**config.mk**
```make
export PLATFORM = sky130hd
export DESIGN_NAME = tile_write_arbiter_flat
export DESIGN_NICKNAME = d
export VERILOG_FILES = /design/src/rtl/tile_write_arbiter_if.sv /design/src/rtl/tile_write_arbiter.sv /design/src/flat_wrapper.sv
export SDC_FILE = /design/constraint.sdc
export NUM_CORES = 1
export LEC_CHECK = 0
export ABC_CLOCK_PERIOD_IN_PS = 2780
export CAP_MARGIN = 20
export CORE_MARGIN = 4
export CORE_UTILIZATION = 33
export DETAILED_ROUTE_END_ITERATION = 8
export PLACE_DENSITY_LB_ADDON = 0.1
export SLEW_MARGIN = 20
export SYNTH_ARGS = -nofsm -noshare
export SYNTH_HDL_FRONTEND = slang
export SYNTH_SLANG_ARGS = --single-unit
export TNS_END_PERCENT = 50
```
**constraint.sdc**
```tcl
create_clock -name clk -period 2.78 [get_ports clk]
set_input_delay 0.556 -clock clk [delete_from_list [all_inputs] [get_ports clk]]
set_output_delay 0.556 -clock clk [all_outputs]
set_load 0.01 [all_outputs]
```
**src/rtl/tile_write_arbiter_if.sv**
```systemverilog
// Bus bundle for tile_write_arbiter: table-fill control, two write requesters and the
// table write port. master = requesters/fill controller side, slave = arbiter side.
interface tile_write_arbiter_if #(
    parameter int unsigned addr_width = 11,
    parameter int unsigned nsprites   = 4
);
    logic                  clr_req;
    logic [nsprites-1:0]   clr_tile;
    logic                  clr_busy;
    logic                  clr_done;

    logic                  req0;
    logic                  req1;
    logic [addr_width-1:0] addr0;
    logic [addr_width-1:0] addr1;
    logic [nsprites-1:0]   data0;
    logic [nsprites-1:0]   data1;
    logic                  ack0;
    logic                  ack1;

    logic                  ram_we;
    logic [addr_width-1:0] ram_waddr;
    logic [nsprites-1:0]   ram_din;
    logic [15:0]           wr_count;

    modport master (
        output clr_req, clr_tile, req0, req1, addr0, addr1, data0, data1,
        input  clr_busy, clr_done, ack0, ack1, ram_we, ram_waddr, ram_din, wr_count
    );

    modport slave (
        input  clr_req, clr_tile, req0, req1, addr0, addr1, data0, data1,
        output clr_busy, clr_done, ack0, ack1, ram_we, ram_waddr, ram_din, wr_count
    );
endinterface

```
**src/rtl/tile_write_arbiter.sv**
```systemverilog
// Round-robin arbiter for two tile-table writers plus a whole-table fill mode.
// Define WRITE_COUNT_EN to add a saturating 16-bit count of granted requester writes.
module tile_write_arbiter #(
    parameter int unsigned rows       = 30,
    parameter int unsigned cols       = 40,
    parameter int unsigned addr_width = 11,
    parameter int unsigned nsprites   = 4
) (
    input logic                 clk,
    input logic                 rstn,
    tile_write_arbiter_if.slave bus
);
    localparam int unsigned cells = rows * cols;
    localparam logic [addr_width-1:0] last_addr = addr_width'(cells - 1);

    typedef enum logic [0:0] {StIdle, StClear} state_e;

    state_e                state_q, state_d;
    logic                  ack0_q, ack0_d;
    logic                  ack1_q, ack1_d;
    logic                  we_q, we_d;
    logic                  busy_q, busy_d;
    logic                  done_q, done_d;
    logic [addr_width-1:0] waddr_q, waddr_d;
    logic [nsprites-1:0]   din_q, din_d;
    logic [nsprites-1:0]   tile_q, tile_d;
    logic                  prio_q, prio_d;  // 1: requester 1 wins a tie

    logic elig0, elig1, grant1, in_range0, in_range1;

    // A requester acked this cycle is still holding req for the write just done.
    assign elig0     = bus.req0 & ~ack0_q;
    assign elig1     = bus.req1 & ~ack1_q;
    assign grant1    = elig1 & (~elig0 | prio_q);
    assign in_range0 = 32'(bus.addr0) < cells;
    assign in_range1 = 32'(bus.addr1) < cells;

    always_comb begin
        state_d = state_q;
        ack0_d  = 1'b0;
        ack1_d  = 1'b0;
        we_d    = 1'b0;
        busy_d  = busy_q;
        done_d  = 1'b0;
        waddr_d = waddr_q;
        din_d   = din_q;
        tile_d  = tile_q;
        prio_d  = prio_q;
        unique case (state_q)
            StIdle: begin
                if (bus.clr_req) begin
                    state_d = StClear;
                    tile_d  = bus.clr_tile;
                    busy_d  = 1'b1;
                    we_d    = 1'b1;
                    waddr_d = '0;
                    din_d   = bus.clr_tile;
                end else if (elig0 | elig1) begin
                    if (grant1) begin
                        ack1_d  = 1'b1;
                        we_d    = in_range1;
                        waddr_d = bus.addr1;
                        din_d   = bus.data1;
                        prio_d  = 1'b0;
                    end else begin
                        ack0_d  = 1'b1;
                        we_d    = in_range0;
                        waddr_d = bus.addr0;
                        din_d   = bus.data0;
                        prio_d  = 1'b1;
                    end
                end
            end
            StClear: begin
                // waddr_q doubles as the fill cursor; clr_req is ignored here.
                if (waddr_q == last_addr) begin
                    state_d = StIdle;
                    busy_d  = 1'b0;
                    done_d  = 1'b1;
                end else begin
                    we_d    = 1'b1;
                    waddr_d = waddr_q + addr_width'(1);
                    din_d   = tile_q;
                end
            end
            default: state_d = StIdle;
        endcase
    end

    always_ff @(posedge clk) begin
        if (!rstn) begin
            state_q <= StIdle;
            ack0_q  <= 1'b0;
            ack1_q  <= 1'b0;
            we_q    <= 1'b0;
            busy_q  <= 1'b0;
            done_q  <= 1'b0;
            waddr_q <= '0;
            din_q   <= '0;
            tile_q  <= '0;
            prio_q  <= 1'b0;
        end else begin
            state_q <= state_d;
            ack0_q  <= ack0_d;
            ack1_q  <= ack1_d;
            we_q    <= we_d;
            busy_q  <= busy_d;
            done_q  <= done_d;
            waddr_q <= waddr_d;
            din_q   <= din_d;
            tile_q  <= tile_d;
            prio_q  <= prio_d;
        end
    end

    assign bus.ack0      = ack0_q;
    assign bus.ack1      = ack1_q;
    assign bus.ram_we    = we_q;
    assign bus.ram_waddr = waddr_q;
    assign bus.ram_din   = din_q;
    assign bus.clr_busy  = busy_q;
    assign bus.clr_done  = done_q;

`ifdef WRITE_COUNT_EN
    logic [15:0] count_q;

    // Counts the grant visible on the outputs; fill writes never carry an ack.
    always_ff @(posedge clk) begin
        if (!rstn) begin
            count_q <= '0;
        end else if ((ack0_q | ack1_q) & we_q & (count_q != 16'hFFFF)) begin
            count_q <= count_q + 16'd1;
        end
    end

    assign bus.wr_count = count_q;
`else
    assign bus.wr_count = '0;
`endif
endmodule

```
**src/flat_wrapper.sv**
```systemverilog
// flat-port wrapper written by rule: the top's interface ports become plain ports
module tile_write_arbiter_flat 
#(
    parameter int unsigned rows       = 30,
    parameter int unsigned cols       = 40,
    parameter int unsigned addr_width = 11,
    parameter int unsigned nsprites   = 4
)
  (clk, rstn, bus_clr_req, bus_clr_tile, bus_req0, bus_req1, bus_addr0, bus_addr1, bus_data0, bus_data1, bus_clr_busy, bus_clr_done, bus_ack0, bus_ack1, bus_ram_we, bus_ram_waddr, bus_ram_din, bus_wr_count);
  tile_write_arbiter_if #(.addr_width(addr_width), .nsprites(nsprites)) bus_i ();
  input logic clk;
  input logic rstn;
  input wire logic [$bits(bus_i.clr_req)-1:0] bus_clr_req;
  input wire logic [$bits(bus_i.clr_tile)-1:0] bus_clr_tile;
  input wire logic [$bits(bus_i.req0)-1:0] bus_req0;
  input wire logic [$bits(bus_i.req1)-1:0] bus_req1;
  input wire logic [$bits(bus_i.addr0)-1:0] bus_addr0;
  input wire logic [$bits(bus_i.addr1)-1:0] bus_addr1;
  input wire logic [$bits(bus_i.data0)-1:0] bus_data0;
  input wire logic [$bits(bus_i.data1)-1:0] bus_data1;
  output wire logic [$bits(bus_i.clr_busy)-1:0] bus_clr_busy;
  output wire logic [$bits(bus_i.clr_done)-1:0] bus_clr_done;
  output wire logic [$bits(bus_i.ack0)-1:0] bus_ack0;
  output wire logic [$bits(bus_i.ack1)-1:0] bus_ack1;
  output wire logic [$bits(bus_i.ram_we)-1:0] bus_ram_we;
  output wire logic [$bits(bus_i.ram_waddr)-1:0] bus_ram_waddr;
  output wire logic [$bits(bus_i.ram_din)-1:0] bus_ram_din;
  output wire logic [$bits(bus_i.wr_count)-1:0] bus_wr_count;
  assign bus_i.clr_req = bus_clr_req;
  assign bus_i.clr_tile = bus_clr_tile;
  assign bus_i.req0 = bus_req0;
  assign bus_i.req1 = bus_req1;
  assign bus_i.addr0 = bus_addr0;
  assign bus_i.addr1 = bus_addr1;
  assign bus_i.data0 = bus_data0;
  assign bus_i.data1 = bus_data1;
  assign bus_clr_busy = bus_i.clr_busy;
  assign bus_clr_done = bus_i.clr_done;
  assign bus_ack0 = bus_i.ack0;
  assign bus_ack1 = bus_i.ack1;
  assign bus_ram_we = bus_i.ram_we;
  assign bus_ram_waddr = bus_i.ram_waddr;
  assign bus_ram_din = bus_i.ram_din;
  assign bus_wr_count = bus_i.wr_count;
  tile_write_arbiter #(.rows(rows), .cols(cols), .addr_width(addr_width), .nsprites(nsprites)) u_core (.clk(clk), .rstn(rstn), .bus(bus_i));
endmodule
```
# --- Word level (Yosys, flattened, before mapping) ---
# Cells that the tools add are included.
op_classes:
  addsub: 1
  n_bitwise: 12
  n_mux: 23
  magnitude_cmp: 2
  n_reduce_logical: 6
  eq_ne: 5
op_table:
  columns: ["operator", "count"]
  rows:
  - ["11-bit 2-to-1 mux", 4]
  - ["11-bit < comparator, second input constant", 2]
  - ["11-bit one-hot mux with 2 select lines", 1]
  - ["4-bit 2-to-1 mux", 4]
  - ["11-bit by 1-bit adder with 11-bit output, second input constant", 1]
  - ["11-bit == test, second input constant", 1]
  - ["1-bit 2-to-1 mux", 10]
  - ["4-bit one-hot mux with 2 select lines", 1]
  - ["2-bit AND reduction", 4]
  - ["1-bit NOT", 7]
  - ["2-bit != test, second input constant", 3]
  - ["1-bit one-hot mux with 2 select lines", 3]
  - ["4-bit OR reduction", 1]
  - ["1-bit bitwise AND", 3]
  - ["3-bit by 2-bit != test with 1-bit output, second input constant", 1]
  - ["3-bit AND reduction", 1]
  - ["1-bit bitwise OR", 2]
word_totals:
  output_inout_bits: 36
  inputBits: 39
  word_cells: 59
  reg_bits: 26

# --- Depth between registers and ports, before layout ---
logic_depth:
  ltp_word: 9
  depth_mapped: 7
  ltp_nobuf: 6

# --- Worst setup path before layout ---
# No wires, ideal clock.
synth_timing:
  kind: "reg-to-reg"
  startpoint: "register u_core.waddr_q[0], in the netlist u_core.bus.ram_waddr[0]"
  endpoint: "register u_core.waddr_q[3], in the netlist u_core.bus.ram_waddr[3]"
  setup_time_ps: 117
  stages_incl_launch_ff: 8
  n_path_buf: 1
  setup_slack_ps: 715
  arrival_ps: 1948
  t_required_ps: 2663
  period_less_slack_ps: 2065
  cell_sequence: "dfxtp_1 ha_1 nand4_1 or4_4 a21boi_4 and2_4 buf_6 a32o_1"
synth_via:
  elab_chain_len: 3
  word_cells_on_any_way: 6
  classes_between: "add/sub: 1; eq/ne: 2; mux: 2; reduce/logical: 1"
synth_rtl:
  columns: ["element", "line_no", "rtl"]
  rows:
  - ["start, declared", "tile_write_arbiter.sv:24", "logic [addr_width-1:0] waddr_q, waddr_d;"]
  - ["start signal, assigned", "tile_write_arbiter.sv:109", "waddr_q <= waddr_d;"]
  - ["11-bit by 1-bit adder with 11-bit output or 11-bit == test (tied branches)", "tile_write_arbiter.sv:82, tile_write_arbiter.sv:76", null]
  - ["11-bit 2-to-1 mux or 2-bit != test (tied branches)", null, null]
  - ["11-bit one-hot mux with 2 select lines or 2-bit AND reduction (tied branches)", null, null]
# Several ways; a longest one is shown, not always the timed one. The select of a mux whose other input is x is not followed.
# A chain may end at the register's enable or synchronous reset.

# --- Worst setup path after layout ---
layout_timing:
  startpoint: "register u_core.waddr_q[0], in the netlist u_core.bus.ram_waddr[0]"
  endpoint: "register u_core.waddr_q[7], in the netlist u_core.bus.ram_waddr[7]"
# The elaborated chain is that of the path after synthesis.

==> summary.txt <==
Status
  • Status: finished, final reports clean

Global routing
  • Total global-route track usage: 14.4%
  • Busiest grt layer: met2
  • Remaining global-route overflow: 0
  • Met1 track demand over resource in global routing: 19.8%
  • Global Route met2 Usage: 22.6%
  • First-pass GRT wire length: 7050 microns
  • Number of global-route vias before repair: 1398
  • Met3 Resource Use GR: 3.70%
  • Antenna violations before repair: 0
  • Largest net degree at the start of global routing: 18

Finish
  • Number of standard cells in the layout, taps in and fillers out: 290
  • Share of layout cells above drive strength 1: 8.82%
  • Layout overhead on the synthesized area: 38.6%
  • Antenna cell count: 0
  • Nets: 280

Route
  • Initial detailed-routing violation count: 122
  • Average detailed-routed wire length per instance: 15.5 microns
  • Number of vias per cell after detailed routing: 5.34
  • Number of search-and-repair iterations in the first detailed-routing pass: 4
  • Remaining number of nets flagged by the antenna check after routing: 0
  • DRT Wirelength: 4490 microns
  • Total DRC errors in the routed layout: 0
  • Via total after detailed routing: 1548

STA
  • Transition time at the pin with the least slew margin: 0.673 ns
  • Setup repair after global routing missed its margin: false
  • Setup slack after layout: 0.471 ns
  • Endpoints failing hold: 0
  • Pins over their slew limit: 0
  • Total of endpoints with negative setup slack in the final report: 0
  • Post-route minimum period: 2.31 ns
  • Relative max-transition margin: 55.1%
  • Final cycle utilization of the critical path: 83.1%
  • Total negative slack: 0 ns
  • Max Clock Freq: 433 MHz
  • Worst clock skew: 0.00210 ns
  • Post-Route Hold Slack: 0.497 ns

Critical path
  • Required time at the endpoint of the critical path: 2.95 ns
  • Slowest cell delay on critical path: 0.60 ns
  • Kind of cell adding the most delay to the critical path: simple AND/OR/NAND/NOR gates
  • Kind of critical path: flip-flop to flip-flop
  • R2R Path Start: u_core.bus.ram_waddr[0]$_SDFFE_PN0P_
  • Critical-path maximum fanout: 12
  • Startpoint type of the worst setup path: flip-flop
  • Crit path arrival time: 2.48 ns
  • Endpoint type of the worst setup path: flip-flop
  • Chain of cells forming the critical path: ha_1, nand4_1, or4_4, a21boi_4, buf_4, a21boi_0, o21a_1
  • Critical-path cell with the highest stage delay: or4_4
  • Launching element of the worst setup path: u_core.bus.ram_waddr[0]$_SDFFE_PN0P_
  • Crit path buffers/inverters: 1

CTS
  • Insertion delay to the later sink of the worst-skew pair: 0.27 ns
  • Clock tree buffer depth: 2
  • Number of resized instances in the post-cts repair step: 0
  • Cell at the root of the clock tree: clkbuf_8
  • Count of buffers added by post-CTS timing repair for setup: 0
  • TritonCTS clock tree: yes
  • Htree depth: 1
  • TritonCTS sink count: 26
  • Clock buffer count from CTS: 3
  • # hold bufs at CTS: 0
  • Clock Pin Slew Worst Setup and Hold Paths: 0.09 ns

Placed design
  • Weighted congestion at the end of routability-driven global placement: 0.825
  • Post-Place Worst Slack: 0.292 ns
  • I/O Buffers: 58
  • Final HPWL from detailed placement: 3380 microns
  • DP Cell Count: 287

Die
  • Area of the core: 4500 sq um
  • IO Pins: 75
  • Initial standard-cell utilization of the core: 35.2%
  • Die outline height: 77.3 microns
  • Count of standard-cell rows: 24
  • X dimension of the die: 77.3 microns
  • Die Area: 5980 sq um

Worst hold path
  • Min-delay worst type: flip-flop to flip-flop
  • Worst Min Path Start: u_core.bus.clr_busy$_SDFFE_PN0P_

Synth
  • Register bit count reported by yosys: 26
  • Number of distinct library cell variants in the gate-level netlist after synthesis: 45
  • Leading post-synthesis cells by instance count: 26 x dfxtp_1, 17 x buf_4, 17 x nand2_1
  • Number of enable flip-flop cells after synthesis: 0
  • Syn Std Cell Area: 1590 sq um
  • Cell taking the most area after synthesis: dfxtp_1
  • Number of synthesis warnings: 0
  • Fraction of registers with async set/reset: 0%
  • Largest cells by area after synthesis: dfxtp_1 33%, mux2i_1 8.2%, buf_4 8.0%
  • Leading cell type by number of instances after synthesis: dfxtp_1
  • Primary FF master, synth: dfxtp_1
  • Gate count after technology mapping: 183
  • Post-synthesis sequential area ratio: 32.8%
  • Post-Syn Area per Cell: 8.67 sq um
  • Post-synth top area share: 32.8%

Power and ir drop
  • Power Dens Cells: 406 nW/um^2
  • Lkg Pwr: 0.851 nW
  • Total Power Consumption: 0.892 mW
  • Peak supply drop: 0.307 mV

Job
  • Max_cap viols: 0
power breakdown:
part           switching [mW]  internal (mW)
Sequential             0.0251          0.398
Combinational           0.114          0.142
Clock                   0.117         0.0971
cell type report:
class,instances,area [sq um]
Tap cell,52,65.1
Sequential cell,26,520
Timing Repair Buffer,64,626
Fill cell,451,2300
Clock buffer,3,41.3
Multi-Input combinational cell,143,940
Inverter,2,7.51
logic make-up (layout without fill, tap and decap cells):
family | after synthesis | count (layout) | share of synthesized area, %
adders and majority gates | 1 | 1 | 0.789
other | 1 | 16 | 0.236
buffers and inverters | 29 | 69 | 11.5
AOI/OAI and AO/OA | 53 | 53 | 24.8
muxes | 19 | 19 | 12.5
and+or+nand+nor | 54 | 54 | 17.4
DFF | 26 | 26 | 32.8
worst paths after layout:
check / slack, ns / end / cells after the start
setup / recovery: 0.47 / u_core.bus.ram_waddr[7]$_SDFFE_PN0P_ / 7
hold / removal: 0.50 / u_core.bus.clr_busy$_SDFFE_PN0P_ / 2
setup reg to reg: 0.47 / u_core.bus.ram_waddr[7]$_SDFFE_PN0P_ / 7
hold reg to reg: 0.50 / u_core.bus.clr_busy$_SDFFE_PN0P_ / 2
state kept, by name, summed over array words and instances, names as in the netlist:
signal                cells
u_core.bus.clr_done       1
u_core.tile_q             4
u_core.bus.clr_busy       1
u_core.bus.ack0           1
u_core.bus.ack1           1
u_core.state_q            1
u_core.bus.ram_we         1
u_core.bus.ram_din        4
u_core.bus.ram_waddr     11
u_core.prio_q             1
metal layers:
metal | up-vias | wire length, microns
met5 | - | 0
met4 | 0 | 28
met3 | 2 | 314
met2 | 66 | 1900
met1 | 721 | 2250
li1 | 759 | -
worst register-to-register path: stages, from the launching register on:
cell and delay, ns:
dfxtp_1 0.43, ha_1 0.24, nand4_1 0.22, or4_4 0.60, a21boi_4 0.20, buf_4 0.22
a21boi_0 0.13, o21a_1 0.16
through the flow:
step           util [%]  area, sq um
2_1_floorplan         -         1640
3_3_place_gp       47.9         2160
3_5_place_dp       47.9         2160
4_1_cts            48.8         2200
5_1_grt            48.8         2200
6_report           48.8         2200
cell usage in the layout, fill, tap and decap left out, types with 2 or more instances in the layout:
cell              n
dfxtp_1          26
o21ai_0          11
or3_1             2
clkbuf_8          3
nand3_1           2
nand2_1          17
nand4b_1          2
inv_1             2
conb_1           16
o32ai_1           2
nor3_1            2
nand2b_1          2
mux2_2            6
mux2i_1          13
nor2_1           13
clkdlybuf4s50_1  58
nand4_1           3
o21a_1            2
nor2b_1           4
a21oi_1           7
a32o_1            8
o22ai_1           3
buf_4             6
a222oi_1          4
o21ai_1           5
Power figures use the tool's default switching activity.
